[src/rtl/aes_decrypt_seq.sv]
// Iterative AES-128 decryption sequencer.
// Owns the block handshake and walks one ciphertext block through ten inverse
// rounds. The external round stage is used for rounds 9..1, and the external
// final stage for round 0. Both stages are registered. Round keys come from
// the external key store by index, and the read is combinational.
// Only one block is in flight at a time.
//
//  state | meaning
//  ------+---------------------------------------------------------------
//  IDLE  | waiting for a ciphertext block; key index parked at 10
//  ROUND | feeding the inverse round stage, round counts 9 down to 1
//  LAST  | feeding the inverse final stage with round key 0
//  CAPT  | capturing the final stage result into out_data
//  DONE  | holding plaintext until the consumer takes it
module aes_decrypt_seq (
    input  logic         clk,
    input  logic         reset,
    input  logic         in_valid,
    output logic         in_ready,
    input  logic [127:0] in_data,
    output logic         out_valid,
    input  logic         out_ready,
    output logic [127:0] out_data,
    input  logic         key_valid,
    output logic [3:0]   key_idx,
    input  logic [127:0] key_data,
    output logic [127:0] rnd_in,
    output logic [127:0] rnd_key,
    input  logic [127:0] rnd_out,
    output logic [127:0] last_in,
    output logic [127:0] last_key,
    input  logic [127:0] last_out,
    output logic         busy,
    output logic [3:0]   round,
    output logic [31:0]  blk_cnt
);

    typedef enum logic [2:0] {
        IDLE  = 3'd0,
        ROUND = 3'd1,
        LAST  = 3'd2,
        CAPT  = 3'd3,
        DONE  = 3'd4
    } state_t;

    state_t       state;
    logic [127:0] s_reg;
    logic [3:0]   round_q;

    // Sequencer: block acceptance, round down-counter, result capture and output hold
    always_ff @(posedge clk or posedge reset) begin
        if (reset) begin
            state     <= IDLE;
            s_reg     <= '0;
            round_q   <= '0;
            out_valid <= 1'b0;
            out_data  <= '0;
            blk_cnt   <= '0;
        end else begin
            case (state)
                IDLE: begin
                    if (in_valid && key_valid) begin
                        // Initial AddRoundKey with round key 10 is folded into the load
                        s_reg   <= in_data ^ key_data;
                        round_q <= 4'd9;
                        state   <= ROUND;
                    end
                end
                ROUND: begin
                    round_q <= round_q - 4'd1;
                    if (round_q == 4'd1) begin
                        state <= LAST;
                    end
                end
                LAST: begin
                    state <= CAPT;
                end
                CAPT: begin
                    out_data  <= last_out;
                    out_valid <= 1'b1;
                    blk_cnt   <= blk_cnt + 32'd1;
                    state     <= DONE;
                end
                DONE: begin
                    if (out_ready) begin
                        out_valid <= 1'b0;
                        state     <= IDLE;
                    end
                end
                default: begin
                    state <= IDLE;
                end
            endcase
        end
    end

    assign round = round_q;
    assign busy  = (state != IDLE);

    // Key index and stage operand steering; unused stage inputs are held at zero
    always_comb begin
        in_ready = 1'b0;
        key_idx  = 4'd0;
        rnd_in   = '0;
        rnd_key  = '0;
        last_in  = '0;
        last_key = '0;
        case (state)
            IDLE: begin
                in_ready = key_valid;
                key_idx  = 4'd10;
            end
            ROUND: begin
                key_idx = round_q;
                rnd_key = key_data;
                // First inverse round works on the loaded state; later rounds
                // chain straight off the stage's registered output
                rnd_in  = (round_q == 4'd9) ? s_reg : rnd_out;
            end
            LAST: begin
                key_idx  = 4'd0;
                last_in  = rnd_out;
                last_key = key_data;
            end
            default: begin
                key_idx = 4'd0;
            end
        endcase
    end

endmodule
[config.mk]
export PLATFORM = sky130hd
export DESIGN_NAME = aes_decrypt_seq
export DESIGN_NICKNAME = d
export VERILOG_FILES = /design/src/rtl/aes_decrypt_seq.sv
export SDC_FILE = /design/constraint.sdc
export NUM_CORES = 1
export LEC_CHECK = 0
export ABC_CLOCK_PERIOD_IN_PS = 10100
export CELL_PAD_IN_SITES_DETAIL_PLACEMENT = 1
export CELL_PAD_IN_SITES_GLOBAL_PLACEMENT = 2
export CORE_AREA = 3 3 465 467
export DETAILED_ROUTE_END_ITERATION = 16
export DIE_AREA = 0 0 468 470
export GPL_ROUTABILITY_DRIVEN = 0
export PLACE_DENSITY = 0.41
export SYNTH_ARGS = -nofsm -noshare
export SYNTH_HDL_FRONTEND = slang
export SYNTH_SLANG_ARGS = --single-unit
[constraint.sdc]
create_clock -name clk -period 10.1 [get_ports clk]
set_input_delay 2.02 -clock clk [delete_from_list [all_inputs] [get_ports clk]]
set_output_delay 2.02 -clock clk [all_outputs]
set_load 0.02 [all_outputs]
* Word-level counts from Yosys, hierarchy flattened *
Cells that the tools add are included.
W data, S select, Z words.

word-level totals
  register bits = 296
  input bits = 517
  output and inout bits = 683
  word-level logic and storage cells = 42

cells by class
  add/subtract/negate cells = 2
  equality and inequality tests = 9
  mux-type cells = 15
  bitwise operators = 1
  reductions and logical operators = 9

operators with widths
  operator                 number
  $mux W128                5
  $xor A128 B128 Y128      1
  $add A32 B1 Y32 const B  1
  $pmux W4 S2              2
  $pmux W3 S5              1
  $mux W3                  3
  $eq A3 B2 Y1 const B     2
  $ne A2 B2 Y1 const B     3
  $reduce_and A2 Y1        3
  $eq A4 B1 Y1 const B     1
  $eq A4 B4 Y1 const B     1
  $mux W4                  1
  $reduce_bool A2 Y1       2
  $sub A4 B1 Y4 const B    1
  $eq A3 B1 Y1 const B     1
  $eq A3 B3 Y1 const B     1
  $logic_not A3 Y1         1
  $reduce_and A3 Y1        1
  $reduce_bool A3 Y1       1
  $mux W1                  2
  $pmux W1 S2              1
  $logic_and A1 B1 Y1      1

* Depth between registers and ports, before layout *
Gate-level depths: netlist of the first run.

  depth in word-level cells = 3
  gate-level depth with buffers = 8
  mapped depth without buffers = 5

* Worst setup path before layout of the first run *
No wires, ideal clock.

  kind = in2out
  from = input port rnd_out[10]
  to = output port rnd_in[10]
  arrival = 2.431 ns
  required time = 8.080 ns
  path slack = 5.649 ns
  stages on the path = 2
  path buffers = 0
  path through = nand2_1 a21oi_1

on the way
  longest elaborated chain between the ends = 2

ends and longest elaborated chain
  item                RTL line  source
  start: declaration  29        input logic [127:0] rnd_out,
  $mux W128           118       rnd_in = (round_q == 4'd9) ? s_reg : rnd_out;
  $mux W128           108       case (state)
  end: declaration    27        output logic [127:0] rnd_in,

No other way between the ends.

* Worst setup path after layout of the first run *
  from = register state[0]
  to = output port rnd_key[2]

on the way
  longest elaborated chain between the ends = 2

ends and longest elaborated chain
  item                      RTL line  source
  start: declaration        46        state_t state;
  start signal: assignment  53        state <= IDLE;
  start signal: assignment  66        state <= ROUND;
  start signal: assignment  72        state <= LAST;
  $eq A3 B1 Y1              108
  $mux W128                 108
  end: declaration          28        output logic [127:0] rnd_key,

No other way between the ends.

==> impl_metrics.tcl, run 1 <==
set metrics [dict create \
    max_slew_margin_pct 29.2 \
    cp_top_delay_family "buffers and inverters" \
    synth_area_mm2 0.0167 \
    path_class "flip-flop to output port" \
    seq_area_frac_synth_pct 44.5 \
    run_status "finished, final reports clean" \
    drt_iter0_markers 831 \
    placementRows 169 \
    post_cts_hold_buffers 0 \
    place_worst_setup_slack_ns 4.18 \
    die_h_um 470 \
    antenna_left 0 \
    post_synth_most_frequent_cells "659 x nand2_1, 387 x and2_1, 296 x dfrtp_1, 260 x a21oi_1, 139 x xnor2_1" \
    cts_tree "done" \
    fin_worst_skew_ns 0.0314 \
    synth_seq_cells 296 \
    synth.net_count 2647 \
    floorplan.die.width_um 468 \
    register_area_mm2 0.00741 \
    number_of_pins_with_negative_max_slew_slack_in_the_final_report 0 \
    ys.flop_type "dfrtp_1" \
    max-cap-violations 0 \
    synth_warnings 0 \
    hold-path-cell-count 2 \
    finalWorstPathRequiredPeriod_ns 6.17 \
    reg2reg_from "state[1]$_DFFE_PP0P_" \
    wire_length_of_the_first_global_routing_pass_um 203000 \
    cts-root-to-sink-buffers 3 \
    r2r.worst_path.cells 5 \
    grt_util_all_layers_pct 13.6 \
    finalWorstSetupSlack_ns 3.93 \
    drt_drc_violations_left 0 \
    postSynthCellCount 2127 \
    synth_top_area_cell "dfrtp_1" \
    vdd.ir_drop.worst_mv 0.180 \
    cp_common_cell "buf_4" \
    cp.arrival_ns 4.15 \
    synth_area_per_cell_um2 7.83 \
    max_stage_delay_cell_worst_path "buf_4" \
    drt-vias-per-instance 3.16 \
    design.core.area_mm2 0.212 \
    post_cts_setup_buffer_count 0 \
    average_wire_length_per_cell_after_detail_routing_um 25.5 \
    cell_area_power_density_mw_per_mm2 294 \
    cts_sinks 296 \
    clock-root-buffer "clkbuf_16" \
    numCtsBuffers 48 \
    rsz_0062_raised_after_global_routing "no" \
    tightestPinTransition_ns 1.06 \
    antenna_found_initial 80 \
    post_cts_resize_count 0 \
    die_area_mm2 0.220 \
    worst_hold_path_type "flip-flop to flip-flop" \
    layoutNonFillerInstCount 6122 \
    synth_most_common_cell "nand2_1" \
    path_max_fanout 71 \
    leakage_nw 12.9 \
    hold_end "out_data[80]$_DFFE_PP0P_" \
    io_pins 1200 \
    final.fill_count 24900 \
    cp.buffers_inverters 3 \
    cts.reportedPaths.clkPinSlew_ns 0.06 \
    r2r_slack_ns 7.32 \
    critical_path.cell_chain "nor3b_4, buf_4, buf_4, and2_1, clkdlybuf4s50_1" \
    setup-tns-final_ns 0 \
    worst_ep_required_time_ns 8.08 \
    initial_core_util_pct 7.86 \
    hold_slack_ns 0.470 \
    first_pass_iters 5 \
    r2r_end "s_reg[3]$_DFFE_PP0P_" \
    number_of_global_route_vias_before_repair 20800 \
    number_of_synthesized_flops_with_an_enable_pin 0 \
    overflow 0 \
    detailroute.via_count 19400 \
    maximum_number_of_pins_on_one_net_before_global_route_repair 149 \
    buffer_ports.inserted 1199 \
    min-delay-start "out_data[80]$_DFFE_PP0P_" \
    report.final.setup_viol 0 \
    post-dp-hpwl_um 128000 \
    synth-async-reset-ratio_pct 100 \
    synthTopCellsByArea "dfrtp_1 44%, nand2_1 15%, and2_1 15%" \
    synth_cell_type_count 35 \
    finalHoldViolCount 0 \
    total_instance_count_after_detailed_placement 6021 \
    max_freq_ghz 0.162 \
    finalCritPeriodShare_pct 61.1 \
    clkLatencyLatePin_ns 0.65 \
    power_mw 9.84 \
    syn2layout_area_growth_pct 101 \
    ctsHtreeMaxLevel 2 \
    drive_above_1_share_pct 3.50 \
    route.final.wire_length_um 156000 \
    multi_input_area_mm2 0.00865 \
    startpoint_type "flip-flop" \
    layout.nets 3770 \
    crit_path_max_incr_delay_ns 0.74 \
    timing.critical_path.to_type "output port" \
    post-synth-top-area-fraction_pct 44.5 \
]
metal layers:
layer	wire length [µm]	track usage, %
met1	60500	15.2
met5	267	0
met2	72700	22.7
met4	4260	3.54
met3	18500	6.93
layout by cell type, fill, tap and decap left out, types with 3 or more instances in the layout:
cell	synthesis	final
inv_1	9	8
xnor2_1	139	139
clkbuf_1	107	9
xor2_1	22	22
clkinv_2	0	7
ha_1	3	3
nand2_1	659	658
nor4_1	4	4
nand4_1	8	8
diode_2	0	17
nor2_1	137	137
clkbuf_8	0	9
nor3_1	15	15
and2_1	387	387
buf_4	0	20
dfrtp_1	296	296
clkbuf_16	0	48
nand3b_1	3	3
clkdlybuf4s50_1	0	1199
buf_12	0	4
and3_1	4	3
clkinvlp_4	0	4
bufinv_16	0	4
a21oi_1	260	260
nor4_2	4	4
nand3_1	9	8
stage by stage:
step | utilization (%) | area, µm²
floorplan | - | 16700
global placement | 15.0 | 31900
detailed placement | 15.0 | 31900
CTS | 15.8 | 33500
global route | 15.8 | 33500
finish | 15.8 | 33500
worst register-to-register path, delay by kind of cell (launching register included):
kind / cells / cell delay (ns)
compound gates: 1 / 0.14
simple gates: 3 / 1.19
buf+inv: 1 / 0.79
flops: 1 / 0.56
power breakdown:
part	internal (mW)	switching (mW)	leakage, nW
clock network	1.04	0.725	0.783
registers	1.73	0.351	3.49
logic	2.36	3.63	8.63
total	5.13	4.71	12.9
kinds of logic after synthesis:
| group | Yosys count | share of synthesized area (%) |
|---|---|---|
| flip-flops | 296 | 44.5 |
| buffers and inverters | 159 | 3.88 |
| AND/OR/NAND/NOR | 1244 | 35.0 |
| adder cells (fa/ha/maj) | 3 | 0.225 |
| XOR/XNOR | 161 | 8.46 |
| AO/OA/AOI/OAI | 264 | 7.97 |
cell type report:
class / count / area share, %
well taps: 2821 / 10.5
clock inverters: 18 / 0.762
multi-input cells: 1672 / 25.8
repair buffers: 1223 / 36.5
flip-flops and latches: 296 / 22.1
diodes: 17 / 0.127
clock buffers: 66 / 4.05
inverters: 9 / 0.112
worst max path at each step:
| stage | to | slack, ns | depth (start not counted) | startpoint |
|---|---|---|---|---|
| floorplan | blk_cnt[0]$_DFFE_PP0P_ | 4.15 | 1 | reset |
| detailed placement | rnd_key[56] | 4.18 | 3 | key_data[56] |
| global route | last_in[65] | 3.56 | 5 | state[1]$_DFFE_PP0P_ |
| finish | rnd_key[2] | 3.93 | 5 | state[0]$_DFFE_PP0P_ |
| CTS | last_in[65] | 3.61 | 5 | state[1]$_DFFE_PP0P_ |
| global placement | rnd_key[56] | 4.17 | 3 | key_data[56] |
(Power assumes the default switching activity.)
==> run 2: changes to the inputs <==
==> config.mk (replaced) <==
export PLATFORM = sky130hd
export DESIGN_NAME = aes_decrypt_seq
export DESIGN_NICKNAME = d
export VERILOG_FILES = /design/src/rtl/aes_decrypt_seq.sv
export SDC_FILE = /design/constraint.sdc
export NUM_CORES = 1
export LEC_CHECK = 0
export ABC_CLOCK_PERIOD_IN_PS = 6170
export CELL_PAD_IN_SITES_DETAIL_PLACEMENT = 1
export CELL_PAD_IN_SITES_GLOBAL_PLACEMENT = 2
export CORE_AREA = 3 3 464 466
export DETAILED_ROUTE_END_ITERATION = 16
export DIE_AREA = 0 0 467 469
export GPL_ROUTABILITY_DRIVEN = 0
export PLACE_DENSITY = 0.4
export SYNTH_ARGS = -nofsm -noshare
export SYNTH_HDL_FRONTEND = slang
export SYNTH_SLANG_ARGS = --single-unit
==> constraint.sdc (replaced) <==
create_clock -name clk -period 6.17 [get_ports clk]
set_input_delay 1.234 -clock clk [delete_from_list [all_inputs] [get_ports clk]]
set_output_delay 1.234 -clock clk [all_outputs]
set_load 0.02 [all_outputs]
==> run 2 against run 1 <==
Against the previous run:
- sequential cell count unchanged
- register-to-register slack got worse by 3.9 ns
- sequential share of layout area about the same
- routed wire length about the same
- first-iteration DRC count decreased by 29%
- sequential power increased by 63%
- clock-buffer cell count increased by 1
- critical path depth decreased by 1
- via count about the same
- final area increased by 0.16%
- global-route usage about the same
- non-clock buffer count increased by 8
==> impl_metrics.tcl, run 2 (synthesized netlist as in run 1, its figures left out) <==
set metrics [dict create \
    run_status "finished, final reports clean" \
    antenna_left 0 \
    finalWorstSetupSlack_ns 1.34 \
    detailroute.via_count 19300 \
    overflow 0 \
    tightestPinTransition_ns 1.20 \
    post_cts_resize_count 0 \
    drt_drc_violations_left 0 \
    internal_power_mw 8.43 \
    die_area_mm2 0.219 \
    switching_power_mw 7.62 \
    drive_above_1_share_pct 3.65 \
    design.core.area_mm2 0.212 \
    setup-tns-final_ns 0 \
    number_of_global_route_vias_before_repair 20800 \
    report.final.setup_viol 0 \
    number_of_pins_with_negative_max_slew_slack_in_the_final_report 0 \
    cts_sinks 296 \
    first_pass_iters 4 \
    place_worst_setup_slack_ns 1.74 \
    antenna_found_initial 79 \
    clock-root-buffer "clkbuf_16" \
    max_slew_margin_pct 20.0 \
    max_freq_ghz 0.207 \
    drt_iter0_markers 594 \
    max_stage_delay_cell_worst_path "clkdlybuf4s50_1" \
    total_instance_count_after_detailed_placement 6029 \
    cp.arrival_ns 3.60 \
    finalCritPeriodShare_pct 78.3 \
    layout.cells.most_common "clkdlybuf4s50_1" \
    route.final.wire_length_um 156000 \
    io_pins 1200 \
    finalWorstPathRequiredPeriod_ns 4.83 \
    maximum_number_of_pins_on_one_net_before_global_route_repair 190 \
    syn2layout_area_growth_pct 101 \
    cts.reportedPaths.clkPinSlew_ns 0.06 \
    timing.critical_path.to_type "output port" \
    drt-vias-per-instance 3.16 \
    vdd.ir_drop.worst_mv 0.347 \
    clkLatencyLatePin_ns 0.64 \
    initial_core_util_pct 7.87 \
    rsz_0062_raised_after_global_routing "no" \
    finalHoldViolCount 0 \
    path_max_fanout 190 \
    startpoint_type "flip-flop" \
    worst_hold_path_type "flip-flop to flip-flop" \
    buffer_ports.inserted 1199 \
    max-cap-violations 0 \
    power.clock.fraction_pct 17.6 \
    post_cts_setup_buffer_count 0 \
    placementRows 169 \
    cell_area_power_density_mw_per_mm2 478 \
    critical_path.cell_chain "nor3b_2, buf_12, and2_1, clkdlybuf4s50_1" \
    cts_tree "done" \
    numCtsBuffers 47 \
    layoutNonFillerInstCount 6123 \
    netSwitchingFraction_pct 47.5 \
    power.sequential.fraction_pct 21.2 \
    ctsHtreeMaxLevel 2 \
    worst_ep_required_time_ns 4.94 \
    fin_worst_skew_ns 0.0249 \
    layout.nets 3777 \
    path_class "flip-flop to output port" \
    post_cts_hold_buffers 0 \
    crit_path_max_incr_delay_ns 0.71 \
    top_library_cells_by_usage_in_the_layout_fill_and_taps_aside "1,199 x clkdlybuf4s50_1, 658 x nand2_1, 387 x and2_1" \
    average_wire_length_per_cell_after_detail_routing_um 25.5 \
    cts-root-to-sink-buffers 3 \
    grt_util_all_layers_pct 13.7 \
    die_h_um 469 \
    floorplan.die.width_um 467 \
    wire_length_of_the_first_global_routing_pass_um 204000 \
    post-dp-hpwl_um 128000 \
    pwr-share-comb_pct 61.2 \
    leakage_nw 13.0 \
]
[run 2: metrics by stage]
step | cell area [µm²] | utilization, % | hold slack, ns | total power [mW]
after CTS | 33500 | 15.8 | 0.476 | 16.6
after global placement | 32000 | 15.1 | 0.457 | 13.5
after global routing | 33500 | 15.8 | 0.496 | 17.2
after floorplan | 16700 | - | 0.495 | 7.78
final | 33600 | 15.9 | 0.469 | 16.0
after detailed placement | 32000 | 15.1 | 0.463 | 13.6
[run 2: area by class of cell]
cell class / count / area (µm²)
inverters: 9 / 37.5
multi-input cells: 1672 / 8650
clock buffers: 67 / 1360
repair buffers: 1231 / 12400
clock inverters: 14 / 195
fillers: 24900 / 178000
flip-flops and latches: 296 / 7410
diodes: 13 / 32.5
well taps: 2821 / 3530
[run 2: critical path, delay by kind of cell (launching register included)]
family | cells | cell delay (ns)
buffers and inverters | 2 | 1.11
and+or+nand+nor | 2 | 0.73
DFF | 1 | 0.63
[run 2: final timing paths]
path | from | end | slack, ns | cells after the start
hold / removal | out_data[24]$_DFFE_PP0P_ | out_data[24]$_DFFE_PP0P_ | 0.47 | 2
setup / recovery | state[1]$_DFFE_PP0P_ | last_in[48] | 1.34 | 4
hold reg to reg | out_data[24]$_DFFE_PP0P_ | out_data[24]$_DFFE_PP0P_ | 0.47 | 2
max in group asynchronous | reset | s_reg[2]$_DFFE_PP0P_ | 3.90 | 4
setup reg to reg | state[0]$_DFFE_PP0P_ | s_reg[54]$_DFFE_PP0P_ | 3.44 | 5
min in group asynchronous | reset | out_data[78]$_DFFE_PP0P_ | 1.05 | 2
[run 2: power by group through the flow]
stage / logic, mW / registers, mW / clock network (mW)
2_1_floorplan: 3.96 / 3.83 / 0
3_3_place_gp: 10.1 / 3.41 / 0
3_5_place_dp: 10.1 / 3.43 / 0
4_1_cts: 10.2 / 3.42 / 3.01
5_1_grt: 10.6 / 3.54 / 3.07
6_report: 9.82 / 3.40 / 2.83
[run 2: layer usage]
layer  wire length (µm)  GRT usage (%)  up-vias
met4               2770           2.54       42
li1                   -              -     8953
met5                277              0        -
met2              74700           23.2      873
met1              62100           15.8     9299
met3              16300           6.19      177
==> run 3: changes to the inputs <==
--- a/config.mk
+++ b/config.mk
@@ -5,7 +5,7 @@
 export SDC_FILE = /design/constraint.sdc
 export NUM_CORES = 1
 export LEC_CHECK = 0
-export ABC_CLOCK_PERIOD_IN_PS = 6170
+export ABC_CLOCK_PERIOD_IN_PS = 4930
 export CELL_PAD_IN_SITES_DETAIL_PLACEMENT = 1
 export CELL_PAD_IN_SITES_GLOBAL_PLACEMENT = 2
 export CORE_AREA = 3 3 464 466
==> constraint.sdc (replaced) <==
create_clock -name clk -period 4.93 [get_ports clk]
set_input_delay 0.986 -clock clk [delete_from_list [all_inputs] [get_ports clk]]
set_output_delay 0.986 -clock clk [all_outputs]
set_load 0.02 [all_outputs]
==> run 3 against run 2 <==
Against the previous run:
- setup slack got worse by 0.93 ns
- clock skew down 0.0059 ns
- sequential cell count stayed put
- global-route usage barely moved
- die area unchanged
- highest routed layer unchanged
==> impl_metrics.tcl, run 3 (synthesized netlist as in run 1, its figures left out) <==
set metrics [dict create \
    number_of_pins_with_negative_max_slew_slack_in_the_final_report 0 \
    max_freq_ghz 0.221 \
    r2r_slack_ns 2.46 \
    initial_core_util_pct 7.87 \
    report.final.setup_viol 0 \
    layoutNonFillerInstCount 6155 \
    timing.critical_path.to_type "output port" \
    number_of_global_route_vias_before_repair 20700 \
    cts_sinks 296 \
    numCtsBuffers 46 \
    worst_hold_path_type "flip-flop to flip-flop" \
    leakage_nw 13.1 \
    setup-tns-final_ns 0 \
    post_cts_hold_buffers 0 \
    drive_above_1_share_pct 4.14 \
    antenna_found_initial 95 \
    final.fill_count 24900 \
    floorplan.die.width_um 467 \
    run_status "finished, final reports clean" \
    finalHoldViolCount 0 \
    detailroute.via_count 19500 \
    drt-vias-per-instance 3.17 \
    average_wire_length_per_cell_after_detail_routing_um 25.4 \
    tightestPinTransition_ns 0.825 \
    top_library_cells_by_usage_in_the_layout_fill_and_taps_aside "1,196 x clkdlybuf4s50_1, 658 x nand2_1, 387 x and2_1" \
    startpoint_type "flip-flop" \
    min-delay-start "blk_cnt[31]$_DFFE_PP0P_" \
    rsz_0062_raised_after_global_routing "no" \
    clock-root-buffer "clkbuf_16" \
    path_max_fanout 65 \
    clkLatencyLatePin_ns 0.64 \
    total_instance_count_after_detailed_placement 6047 \
    drt_iter0_markers 732 \
    cts-root-to-sink-buffers 3 \
    die_area_mm2 0.219 \
    vdd.ir_drop.worst_mv 0.235 \
    crit_path_start "state[1]$_DFFE_PP0P_" \
    grt_util_all_layers_pct 13.7 \
    ctsHtreeMaxLevel 2 \
    post_cts_resize_count 0 \
    route.final.wire_length_um 157000 \
    first_pass_iters 4 \
    post_cts_setup_buffer_count 0 \
    layout.nets 3794 \
    wire_length_of_the_first_global_routing_pass_um 202000 \
    max-cap-violations 0 \
    cp.arrival_ns 3.53 \
    place_worst_setup_slack_ns 0.953 \
    layout.cells.most_common "clkdlybuf4s50_1" \
    die_h_um 469 \
    placementRows 169 \
    power_mw 20.0 \
    cts_tree "done" \
    max_slew_margin_pct 45.0 \
    buffer_ports.inserted 1199 \
    overflow 0 \
    path_class "flip-flop to output port" \
    post-dp-hpwl_um 130000 \
    design.core.area_mm2 0.212 \
    reg2reg_from "state[0]$_DFFE_PP0P_" \
    finalWorstPathRequiredPeriod_ns 4.52 \
    drt_drc_violations_left 0 \
    finalWorstSetupSlack_ns 0.413 \
    cell_area_power_density_mw_per_mm2 592 \
    worst_ep_required_time_ns 3.94 \
    io_pins 1200 \
    antenna_left 0 \
    cts.reportedPaths.clkPinSlew_ns 0.06 \
    fin_worst_skew_ns 0.0190 \
    hold_slack_ns 0.472 \
    finalCritPeriodShare_pct 91.6 \
    maximum_number_of_pins_on_one_net_before_global_route_repair 111 \
    syn2layout_area_growth_pct 103 \
]
==> run 3: cell count changes in the layout (fill, tap and decap cells not counted), moves of 2 or more <==
cell	before	now
clkbuf_8	11	9
clkinv_8	2	0
clkbuf_1	9	14
buf_4	23	37
buf_12	9	16
diode_2	13	26
clkdlybuf4s50_1	1199	1196
==> run 3: routing by layer <==
metal / up-vias / part of all wire, % / routed length, µm / global-route usage [%]
met5: - / 0.17 / 261 / 0
met4: 40 / 1.9 / 3020 / 2.83
met3: 180 / 12 / 18500 / 6.88
met2: 939 / 48 / 74600 / 23.1
met1: 9335 / 38 / 60100 / 15.3
li1: 9007 / - / - / -
==> run 3: final cells by class <==
cell class	instances	area [µm²]	share of cell area, %
Tap cell	2821	3530	10.5
Antenna cell	26	65.1	0.193
Timing Repair Buffer	1249	12600	37.2
Sequential cell	296	7410	21.9
Clock buffer	69	1330	3.93
Inverter	9	37.5	0.111
Clock inverter	13	184	0.545
Multi-Input combinational cell	1672	8650	25.6
==> run 3: worst max-delay path, cell delays in order, from the launching register on <==
cell             delay (ns)
dfrtp_1                0.65
nor3b_2                0.36
buf_12                 0.28
buf_4                  0.54
and2_1                 0.26
clkdlybuf4s50_1        0.67
==> run 3: through the flow <==
step / utilization, % / area (µm²)
2_1_floorplan: - / 16700
3_3_place_gp: 15.2 / 32200
3_5_place_dp: 15.2 / 32200
4_1_cts: 15.9 / 33700
5_1_grt: 15.9 / 33700
6_report: 16.0 / 33800
==> run 3: final timing paths <==
| path | to | depth (start not counted) |
|---|---|---|
| hold reg to reg | blk_cnt[31]$_DFFE_PP0P_ | 1 |
| hold / removal | blk_cnt[31]$_DFFE_PP0P_ | 1 |
| setup reg to reg | s_reg[20]$_DFFE_PP0P_ | 5 |
| setup / recovery | last_in[14] | 5 |
| min in group asynchronous | out_data[91]$_DFFE_PP0P_ | 2 |
| max in group asynchronous | s_reg[121]$_DFFE_PP0P_ | 4 |
==> run 3: power by group <==
part / internal (mW) / switching [mW]
clock: 2.02 / 1.41
sequential: 3.55 / 0.699
combinational: 4.96 / 7.35
total: 10.5 / 9.46
